[config.mk]
export PLATFORM = sky130hd
export DESIGN_NAME = shared_reg_arbiter
export DESIGN_NICKNAME = d
export VERILOG_FILES = /design/src/rtl/shared_reg_arb_pkg.sv /design/src/rtl/rr_pick.sv /design/src/rtl/shared_reg_arbiter.sv
export SDC_FILE = /design/constraint.sdc
export NUM_CORES = 1
export LEC_CHECK = 0
export ABC_AREA = 1
export CAP_MARGIN = 20
export CORE_UTILIZATION = 40
export CTS_CLUSTER_DIAMETER = 80
export DETAILED_ROUTE_END_ITERATION = 8
export HOLD_SLACK_MARGIN = 0.12
export PLACE_DENSITY = 0.76
export SETUP_SLACK_MARGIN = 0.3
export SLEW_MARGIN = 5
export SYNTH_ARGS = -nofsm -noshare
export SYNTH_HDL_FRONTEND = slang
export SYNTH_HIERARCHICAL = 1
export SYNTH_SLANG_ARGS = --single-unit
[constraint.sdc]
create_clock -name clk -period 2.8 [get_ports clk]
set_input_delay 0.56 -clock clk [delete_from_list [all_inputs] [get_ports clk]]
set_output_delay 0.56 -clock clk [all_outputs]
set_load 0.005 [all_outputs]
[src/rtl/shared_reg_arb_pkg.sv]
// Shared types and helpers for the round-robin shared register arbiter.
// Hold counter width is fixed so MAX_HOLD up to 255 fits.
package shared_reg_arb_pkg;

  typedef enum logic {
    IDLE,
    GRANT
  } state_t;

  localparam int HOLD_W = 8;

  function automatic int clog2(input int n);
    int r;
    r = 0;
    for (int v = n - 1; v > 0; v = v >> 1) r++;
    return r;
  endfunction

endpackage

[src/rtl/rr_pick.sv]
// Round-robin pick: first set request at or above ptr, wrapping.
// Purely combinational.
module rr_pick
  import shared_reg_arb_pkg::*;
#(
  parameter int N_REQ = 4,
  localparam int IW = (N_REQ > 1) ? clog2(N_REQ) : 1
) (
  input  logic [N_REQ-1:0] req,
  input  logic [IW-1:0]    ptr,
  output logic [IW-1:0]    winner,
  output logic             any_req
);

  int idx;

  always_comb begin
    winner  = '0;
    any_req = 1'b0;
    idx     = 0;
    for (int i = 0; i < N_REQ; i++) begin
      idx = int'(ptr) + i;
      if (idx >= N_REQ) idx = idx - N_REQ;
      if (!any_req && req[idx]) begin
        any_req = 1'b1;
        winner  = IW'(idx);
      end
    end
  end

endmodule

[src/rtl/shared_reg_arbiter.sv]
// Round-robin arbiter sharing one WIDTH-bit register among N_REQ
// requesters, with forced release after MAX_HOLD writes under contention.
module shared_reg_arbiter
  import shared_reg_arb_pkg::*;
#(
  parameter int N_REQ = 4,
  parameter int WIDTH = 8,
  parameter int MAX_HOLD = 8,
  localparam int IW = (N_REQ > 1) ? clog2(N_REQ) : 1
) (
  input  logic                   clk,
  input  logic                   rst_n,
  input  logic [N_REQ-1:0]       req,
  input  logic [N_REQ*WIDTH-1:0] wdata,
  output logic [N_REQ-1:0]       gnt,
  output logic [WIDTH-1:0]       q,
  output logic                   q_valid,
  output logic [IW-1:0]          owner
);

  state_t            state, state_n;
  logic [IW-1:0]     cur, cur_n;
  logic [IW-1:0]     ptr, ptr_n;
  logic [HOLD_W-1:0] hold, hold_n;
  logic [N_REQ-1:0]  gnt_n;
  logic [IW-1:0]     winner;
  logic [IW-1:0]     cur_inc;
  logic              any_req;
  logic              others;
  logic              we;

  rr_pick #(
    .N_REQ(N_REQ)
  ) u_pick (
    .req    (req),
    .ptr    (ptr),
    .winner (winner),
    .any_req(any_req)
  );

  assign others  = |(req & ~gnt);
  assign cur_inc = (int'(cur) == N_REQ - 1) ? '0 : cur + IW'(1);

  always_comb begin
    state_n = state;
    cur_n   = cur;
    ptr_n   = ptr;
    hold_n  = hold;
    gnt_n   = gnt;
    we      = 1'b0;
    unique case (state)
      IDLE: begin
        if (any_req) begin
          gnt_n   = N_REQ'(1) << winner;
          cur_n   = winner;
          hold_n  = '0;
          state_n = GRANT;
        end
      end
      GRANT: begin
        if (req[cur]) begin
          we = 1'b1;
          if (hold == HOLD_W'(MAX_HOLD - 1)) begin
            hold_n = '0;
            // Write lands this edge; grant is dropped only if someone waits.
            if (others) begin
              gnt_n   = '0;
              ptr_n   = cur_inc;
              state_n = IDLE;
            end
          end else if (hold != '1) begin
            hold_n = hold + HOLD_W'(1);
          end
        end else begin
          gnt_n   = '0;
          ptr_n   = cur_inc;
          state_n = IDLE;
        end
      end
      default: state_n = IDLE;
    endcase
  end

  always_ff @(posedge clk or negedge rst_n) begin
    if (!rst_n) begin
      state <= IDLE;
      cur   <= '0;
      ptr   <= '0;
      hold  <= '0;
      gnt   <= '0;
    end else begin
      state <= state_n;
      cur   <= cur_n;
      ptr   <= ptr_n;
      hold  <= hold_n;
      gnt   <= gnt_n;
    end
  end

  always_ff @(posedge clk or negedge rst_n) begin
    if (!rst_n) begin
      q       <= '0;
      q_valid <= 1'b0;
      owner   <= '0;
    end else begin
      q_valid <= we;
      if (we) begin
        q     <= wdata[cur*WIDTH +: WIDTH];
        owner <= cur;
      end
    end
  end

endmodule

; ---- Word-level counts from Yosys, hierarchy flattened
; Index checks and enable logic that the tools add are counted.
[totals]
register_bits = 28
elab_cells = 99
[op_classes]
reduce_logical = 11
addsub = 9
bitwise = 3
n_mux = 47
order_cmp = 9
n_eq_ne = 10
shift = 2
[ops]
columns = cell, count
row1 = $lt A32 B4 Y1 const B, 4
row2 = $mux W32, 4
row3 = $ge A32 B4 Y1 const B, 3
row4 = $sub A32 B4 Y32 const B, 3
row5 = $mux W8, 4
row6 = $shiftx A32 B6 Y8, 1
row7 = $mux W1, 19
row8 = $mux W2, 8
row9 = $mux W4, 4
row10 = $pmux W8 S2, 1
row11 = $bmux W1 S2, 5
row12 = $reduce_and A3 Y1, 3
row13 = $add A8 B1 Y8 const B, 1
row14 = $eq A8 B3 Y1 const B, 1
row15 = $ne A8 B8 Y1 const B, 1
row16 = $pmux W4 S2, 1
row17 = $add A2 B2 Y3 const B, 2
row18 = $and A4 B4 Y4, 1
row19 = $ne A2 B1 Y1 const B, 2
row20 = $ne A2 B2 Y1 const B, 2
row21 = $not A4 Y4, 1
row22 = $reduce_or A4 Y1, 1
row23 = $shl A1 B2 Y4 const A, 1
row24 = $sub A2 B3 Y4 const B, 1
row25 = 13 further kinds, 17

; ---- Longest topological paths before layout
; Gate-level depths: netlist (run 1).
[logic_depth]
ltp_word = 18
depth_mapped = 13

; ---- Modules after synthesis
; Netlist (run 1), hierarchy kept.
[modules_own_cells]
columns = module, n_inst, seq_area_each_um2, area_per_inst_um2, cells_each
row1 = shared_reg_arbiter, 1, 700.7, 1640.3, 213
row2 = rr_pick, 1, 0.0, 319.1, 59

; ---- Worst setup path after synthesis (run 1)
; No wires, ideal clock.
[synth_path]
kind = input -> register
from = input port req[3]
to = register hold[2]
arrival_time_ps = 1701
path_stages = 12
n_path_buf = 1
slack_ps = 1025
path_cell_list = inv_1 -> nand2_2 -> nand3_2 -> nand2_4 -> nor2_4 -> nand3b_1 -> nand2_2 -> nand2_2 -> nand2_4 -> buf_6 -> nand2_1 -> o21ai_2
[synth_via]
elab_chain_len = 15
[synth_lines]
columns = element, line_no
row1 = from (decl), shared_reg_arbiter.sv:13  ; input logic [N_REQ-1:0] req,
row2 = $bmux W1 S2, rr_pick.sv:24  ; if (!any_req && req[idx]) begin
row3 = $mux W1 (implied by the code) (2 in a row), rr_pick.sv:24
row4 = $mux W1, rr_pick.sv:24
row5 = $logic_not A1 Y1, rr_pick.sv:24
row6 = $logic_and A1 B1 Y1, rr_pick.sv:24
row7 = $mux W1, rr_pick.sv:24
row8 = $logic_not A1 Y1, rr_pick.sv:24
row9 = $logic_and A1 B1 Y1, rr_pick.sv:24
row10 = $mux W1, rr_pick.sv:24
row11 = $logic_not A1 Y1, rr_pick.sv:24
row12 = $logic_and A1 B1 Y1, rr_pick.sv:24
row13 = $mux W1 (*), rr_pick.sv:24
row14 = net any_req, shared_reg_arbiter.sv:28  ; logic any_req;
row15 = $ne A2 B2 Y1 (no line) (*), --
row16 = $reduce_and A3 Y1 (no line) (*), --
row17 = to (signal assigned), shared_reg_arbiter.sv:95  ; hold <= hold_n;
row18 = to (decl), shared_reg_arbiter.sv:24  ; logic [HOLD_W-1:0] hold, hold_n;
; Mark *: on every way through the listed nets, which the timed path passes. The rest lies on a longest branch. The select of a mux whose other input is x is not followed.
; A chain may end at the register's enable or synchronous reset.

; ---- Final worst setup path (run 1)
[layout_path]
from = register ptr[0]
to = register hold[7]
[layout_via]
elab_chain_len = 17
[layout_lines]
columns = element, line_no
row1 = from (decl), shared_reg_arbiter.sv:23  ; logic [IW-1:0] ptr, ptr_n;
row2 = from (signal assigned), shared_reg_arbiter.sv:94  ; ptr <= ptr_n;
row3 = branches (longest 14 deep; another with $sub A32 B4 Y32), --
row4 = $mux W1 (*), rr_pick.sv:24
row5 = net any_req, shared_reg_arbiter.sv:28
row6 = $ne A2 B2 Y1 (no line) (*), --
row7 = $reduce_and A3 Y1 (no line) (*), --
; Mark *: on every way through the listed nets, which the timed path passes. The select of a mux whose other input is x is not followed.

==> impl_metrics.toml, run 1 <==
[run]
cap_violations = 0

[logic_synthesis]
synth_cells = 272
yosysWarnings = 6
synth-seq-area-share = 0.3576
synth.avg_cell_area_um2 = 7.204
yosysUniqueCellTypes = 31
synthesis.area_um2 = 1959
synth_nets = 313
ys_ff_latch = 28

[setup_path]
worstSetupPathType = "reg -> reg"
arrival_ns = 2.35
start_kind = "flop"
path_common_cell = "nand2_2"
path_delay_family = "simple AND/OR/NAND/NOR gates"
crit_buf_inv = 1
r2r_cells = 11
regToRegStartpoint = "ptr[0]"
end_kind = "flop"
cp.required_ns = 2.96
critical_path.max_stage_delay_ns = 0.65
reg2reg_to = "hold[7]"
cp_max_fo = 16
startpoint = "ptr[0]"
cp_cell_sequence = "inv_2 > nand2_1 > nand2_2 > nand2_2 > nand2_2 > nor2_4 > nand3b_1 > nand2_2 > nand2_2 > nand2_4 > o21ai_0"
rrSetupSlack_ns = 0.61
crit_path_top_delay_cell = "dfrtp_1"

[sta]
maxSlewHeadroom = 0.6833
final.period_utilization = 0.7814
setup_viol = 0
report.final.slew_viol_count = 0
fin_setup_tns_ns = 0
fmax_mhz = 457.1
hold_viol = 0
period_needed_ns = 2.188
fin_skew_ns = 0.005401
grt_setup_unrepaired = "no"
worstMarginPinSlew_ns = 0.4751

[cells_and_area]
antenna_cells = 0
layout_common_cells = "nand2_1, clkdlybuf4s50_1, dfrtp_1, o21ai_0, nor2_1"
fillers = 470
syn_to_final_growth_pct = 31.74
final_common_cell = "nand2_1"
drive_above_1_share = 0.1517
final_nets = 365
regArea_um2 = 700.7
multi_input_comb_area_um2 = 1109

[clock_network]
ctsRootBufferMaster = "clkbuf_8"
cts_tree = "built"
cts_sinks = 28
numCtsBuffers = 3
clkLatencyLatePin_ns = 0.28
clockBufferDepth = 2
clk_pin_slew_worst_paths_ns = 0.09
cts_resized = 0
cts_setup_buffers = 0
ctsHoldBuffers = 0
cts-htree-levels = 1

[detailed_routing]
route.detailed.wl_per_inst_um = 11.79
drt_iter0_markers = 147
vias_per_cell = 4.828
drtAntennaViolNets = 0
firstDrtPassIters = 4
vias = 1883
wirelength_mm = 4.600
drc = 0

[power]
power_switching_mw = 1.184
p_sw_frac = 0.4797
clockPowerShare = 0.102
powerDensity_nw_per_um2 = 955.9
p_int_mw = 1.284
pwr-share-comb = 0.602
ir_worst_vdd_mv = 0.4945
power.total_mw = 2.467
leakage_nw = 1.244
power.share.sequential = 0.296

[run_status]
status = "complete, no violations"

[floorplanning]
initial_core_util = 0.4148
die_w_um = 71.99
core_area_um2 = 4723
rows = 25
die_y_um = 71.99
die_area_um2 = 5183
io_pins = 53

[placed_design]
dp_hpwl_mm = 3.568
place.gp.congestion = 0.8547
portBuffers = 52

[worst_hold_path]
hp-start = "q[0]"
hold_end = "q[0]"
min_path_type = "reg -> reg"
worstHoldPathCells = 2

[global_routing]
grt_pass1_wl_mm = 7.734
grt_usage = 0.1882
globalRouteOverflowTotal = 0
antenna_found_initial = 0
first_global_vias = 1730
grt_max_degree = 29
## worst register-to-register path: stages, from the launching register on
cell and delay, ns:
dfrtp_1 0.65, inv_2 0.18, nand2_1 0.11, nand2_2 0.08, nand2_2 0.08, nand2_2 0.06
nor2_4 0.12, nand3b_1 0.19, nand2_2 0.21, nand2_2 0.09, nand2_4 0.18, o21ai_0 0.12
## area by class of cell
| cell class | instances | share of cell area |
|---|---|---|
| Tap cell | 67 | 0.03248 |
| Timing Repair Buffer | 55 | 0.2104 |
| Inverter | 24 | 0.03490 |
| Clock buffer | 4 | 0.02133 |
| Sequential cell | 28 | 0.2714 |
| Multi-Input combinational cell | 212 | 0.4295 |
## cells in the mapped netlist
cell type | number | area share
a21o_1 | 1 | 0.0038
a21o_2 | 1 | 0.0045
a21oi_1 | 2 | 0.0051
a31o_2 | 1 | 0.0045
buf_2 | 3 | 0.0077
buf_4 | 1 | 0.0038
buf_6 | 3 | 0.017
clkbuf_1 | 1 | 0.0019
clkinv_1 | 1 | 0.0019
dfrtp_1 | 28 | 0.36
ha_1 | 3 | 0.019
inv_1 | 19 | 0.036
inv_2 | 4 | 0.0077
nand2_1 | 88 | 0.17
nand2_2 | 14 | 0.045
nand2_4 | 4 | 0.023
nand3_1 | 14 | 0.036
nand3_2 | 5 | 0.026
nand3_4 | 1 | 0.0089
nand3b_1 | 3 | 0.011
nand4_1 | 5 | 0.016
nand4_2 | 1 | 0.0064
nor2_1 | 23 | 0.044
nor2_2 | 1 | 0.0032
nor2_4 | 2 | 0.011
o21ai_0 | 24 | 0.061
o21ai_1 | 2 | 0.0051
o21ai_2 | 6 | 0.027
o22ai_1 | 8 | 0.026
or2_2 | 2 | 0.0064
xor2_1 | 1 | 0.0045
## worst max-delay path by stage
stage | end | depth (start not counted)
floorplan | hold[2] | 12
global placement | hold[7] | 11
detailed placement | hold[5] | 11
CTS | hold[7] | 11
global route | hold[5] | 12
finish | hold[7] | 11
## routing by layer
metal  vias up  wire length [um]  global-route usage
met1       871              2165              0.2392
met5         -                 0                   0
met3         8               131             0.03472
li1        981                 -                   -
met2        23              2231              0.3270
met4         0                71             0.05447
## sequential cells by signal, summed over array words and instances, names as in the netlist
name     flops
q            8
q_valid      1
cur          2
gnt          4
hold         8
owner        2
ptr          2
state        1
## cells by family (layout without fill, tap and decap cells)
kind of cell / count (synthesis) / after routing / synth area share
fa+ha+maj: 3 / 3 / 0.01916
xor+xnor: 1 / 1 / 0.004471
simple gates: 163 / 163 / 0.4055
buf+inv: 32 / 83 / 0.07662
flops: 28 / 28 / 0.3576
compound gates: 45 / 45 / 0.1367
## stage by stage
stage	cells	utilization	worst slack, ns	hold WS, ns	instance area (um^2)
after floorplan	272	-	1.025	0.2644	1959
after global placement	386	0.5348	0.3974	0.4630	2526
after detailed placement	386	0.5348	0.3206	0.4664	2526
after CTS	390	0.5465	0.6159	0.4916	2581
after global routing	390	0.5465	0.3965	0.5123	2581
final	390	0.5465	0.6122	0.4875	2581
## power groups by stage
stage	clock network (mW)	logic, mW	registers (mW)
detailed placement	0	1.49	0.740
floorplan	0	1.14	0.662
finish	0.251	1.49	0.730
global route	0.279	1.67	0.752
CTS	0.266	1.49	0.732
global placement	0	1.46	0.735
Note: power is estimated with default switching activity, not from simulation.
==> inputs of run 2 (changes only) <==
- clock period: 2.8 -> 2.2 ns (I/O delays scaled with it)
==> run 2 against run 1 <==
  * Sequential power increased by 24%
  * Die area unchanged
  * Setup slack got worse by 0.19 ns
  * Sequential cell count unchanged
  * Sequential share of layout area decreased by 0.67 points
  * Clock power increased by 29%
  * Wire length increased by 0.50%
  * Combinational power increased by 36%
  * Register-to-register slack got worse by 0.19 ns
  * Largest power group unchanged
==> impl_metrics.toml, run 2 (synthesized netlist as in run 1, its figures left out) <==
[run_status]
status = "complete, no violations"

[setup_path]
worstSetupPathType = "reg -> reg"
arrival_ns = 1.94
cp_max_fo = 16
end_kind = "flop"
start_kind = "flop"
cp.required_ns = 2.36

[floorplanning]
die_area_um2 = 5183
core_area_um2 = 4723
io_pins = 53
die_w_um = 71.99
initial_core_util = 0.4148
rows = 25
die_y_um = 71.99

[cells_and_area]
reg_top3 = "hold x8, q x8, gnt x4"
instances_no_fill = 395
syn_to_final_growth_pct = 35.06
final_common_cell = "nand2_1"
final_nets = 370
layout_common_cells = "nand2_1, clkdlybuf4s50_1, dfrtp_1, o21ai_0, nor2_1"
antenna_cells = 0
drive_above_1_share = 0.1677

[detailed_routing]
drc = 0
route.detailed.wl_per_inst_um = 11.70
wirelength_mm = 4.623
drtAntennaViolNets = 0
drt_iter0_markers = 107
vias = 1922
firstDrtPassIters = 4
vias_per_cell = 4.866

[global_routing]
grt_pass1_wl_mm = 7.762
first_global_vias = 1726
grt_max_degree = 29
grt_usage = 0.1875
antenna_found_initial = 0
globalRouteOverflowTotal = 0

[sta]
period_needed_ns = 1.774
setup_viol = 0
fin_skew_ns = 0.006635
grt_setup_unrepaired = "no"
report.final.slew_viol_count = 0
fmax_mhz = 563.6
worstMarginPinSlew_ns = 0.4231
setup_slack_ns = 0.4256
final.period_utilization = 0.8065
fin_setup_tns_ns = 0
hold_viol = 0
maxSlewHeadroom = 0.7179

[clock_network]
cts_tree = "built"
cts_setup_buffers = 0
clockBufferDepth = 2
clkLatencyLatePin_ns = 0.28
ctsRootBufferMaster = "clkbuf_8"
clk_pin_slew_worst_paths_ns = 0.10
cts_sinks = 28
cts-htree-levels = 1
numCtsBuffers = 3

[placed_design]
portBuffers = 52
dp_hpwl_mm = 3.621
pre_cts_ws_ns = 0.03463
dp.cells = 391
place.gp.congestion = 0.8854

[run]
cap_violations = 0

[worst_hold_path]
min_path_type = "reg -> reg"

[power]
leakage_nw = 1.310
ir_worst_vdd_mv = 0.4351
powerDensity_nw_per_um2 = 1231
## run 2: path summary, 6_finish.rpt
path / end / cells after the start / start / slack [ns]
setup / recovery: hold[7] / 11 / ptr[0] / 0.43
hold / removal: q[1] / 2 / q[1] / 0.48
setup reg to reg: hold[7] / 11 / ptr[0] / 0.43
hold reg to reg: q[1] / 2 / q[1] / 0.48
max in group asynchronous: cur[1] / 2 / rst_n / 1.40
min in group asynchronous: q_valid / 2 / rst_n / 0.53
## run 2: metrics by stage
stage	hold WS, ns	cell area (um^2)	power [mW]	util
floorplan	0.1444	1959	2.294	-
global placement	0.4633	2564	2.864	0.5428
detailed placement	0.4654	2564	2.904	0.5428
CTS	0.4902	2619	3.232	0.5544
global route	0.5145	2646	3.570	0.5603
finish	0.4839	2646	3.258	0.5603
## run 2: per-layer routing
| metal | up-vias | part of all wire | track usage |
|---|---|---|---|
| met1 | 893 | 0.47 | 0.2452 |
| met2 | 22 | 0.50 | 0.3249 |
| met4 | 0 | 0.012 | 0.04357 |
| met5 | - | 0 | 0 |
| li1 | 999 | - | - |
| met3 | 8 | 0.021 | 0.03194 |
## run 2: worst max-delay path, stage by stage, from the launching register on
cell and delay (ns):
dfrtp_1 0.47, buf_4 0.21, nand2_2 0.07, nand2_2 0.08, nand2_2 0.09, nand2_2 0.06, nor2_4 0.12, nand3b_1 0.14
nand2_2 0.13, nand2_4 0.07, nand2_8 0.12, o21ai_0 0.10
## run 2: layout make-up
cell class	instances	area, um^2
clock buffers	4	55.05
fillers	425	2077
inverters	24	90.09
multi-input cells	212	1126
flip-flops and latches	28	700.7
well taps	67	83.83
repair buffers	60	590.6
## run 2: timing repair
action / in CTS / in global routing
hold buffers: 0 / 0
setup endpoints to repair: 0 / 13
resized for setup: 0 / 7
## run 2: power breakdown
part	leakage, nW	internal, mW	switching [mW]
sequential	0.361	0.705	0.199
combinational	0.921	0.838	1.19
clock	0.0288	0.160	0.163
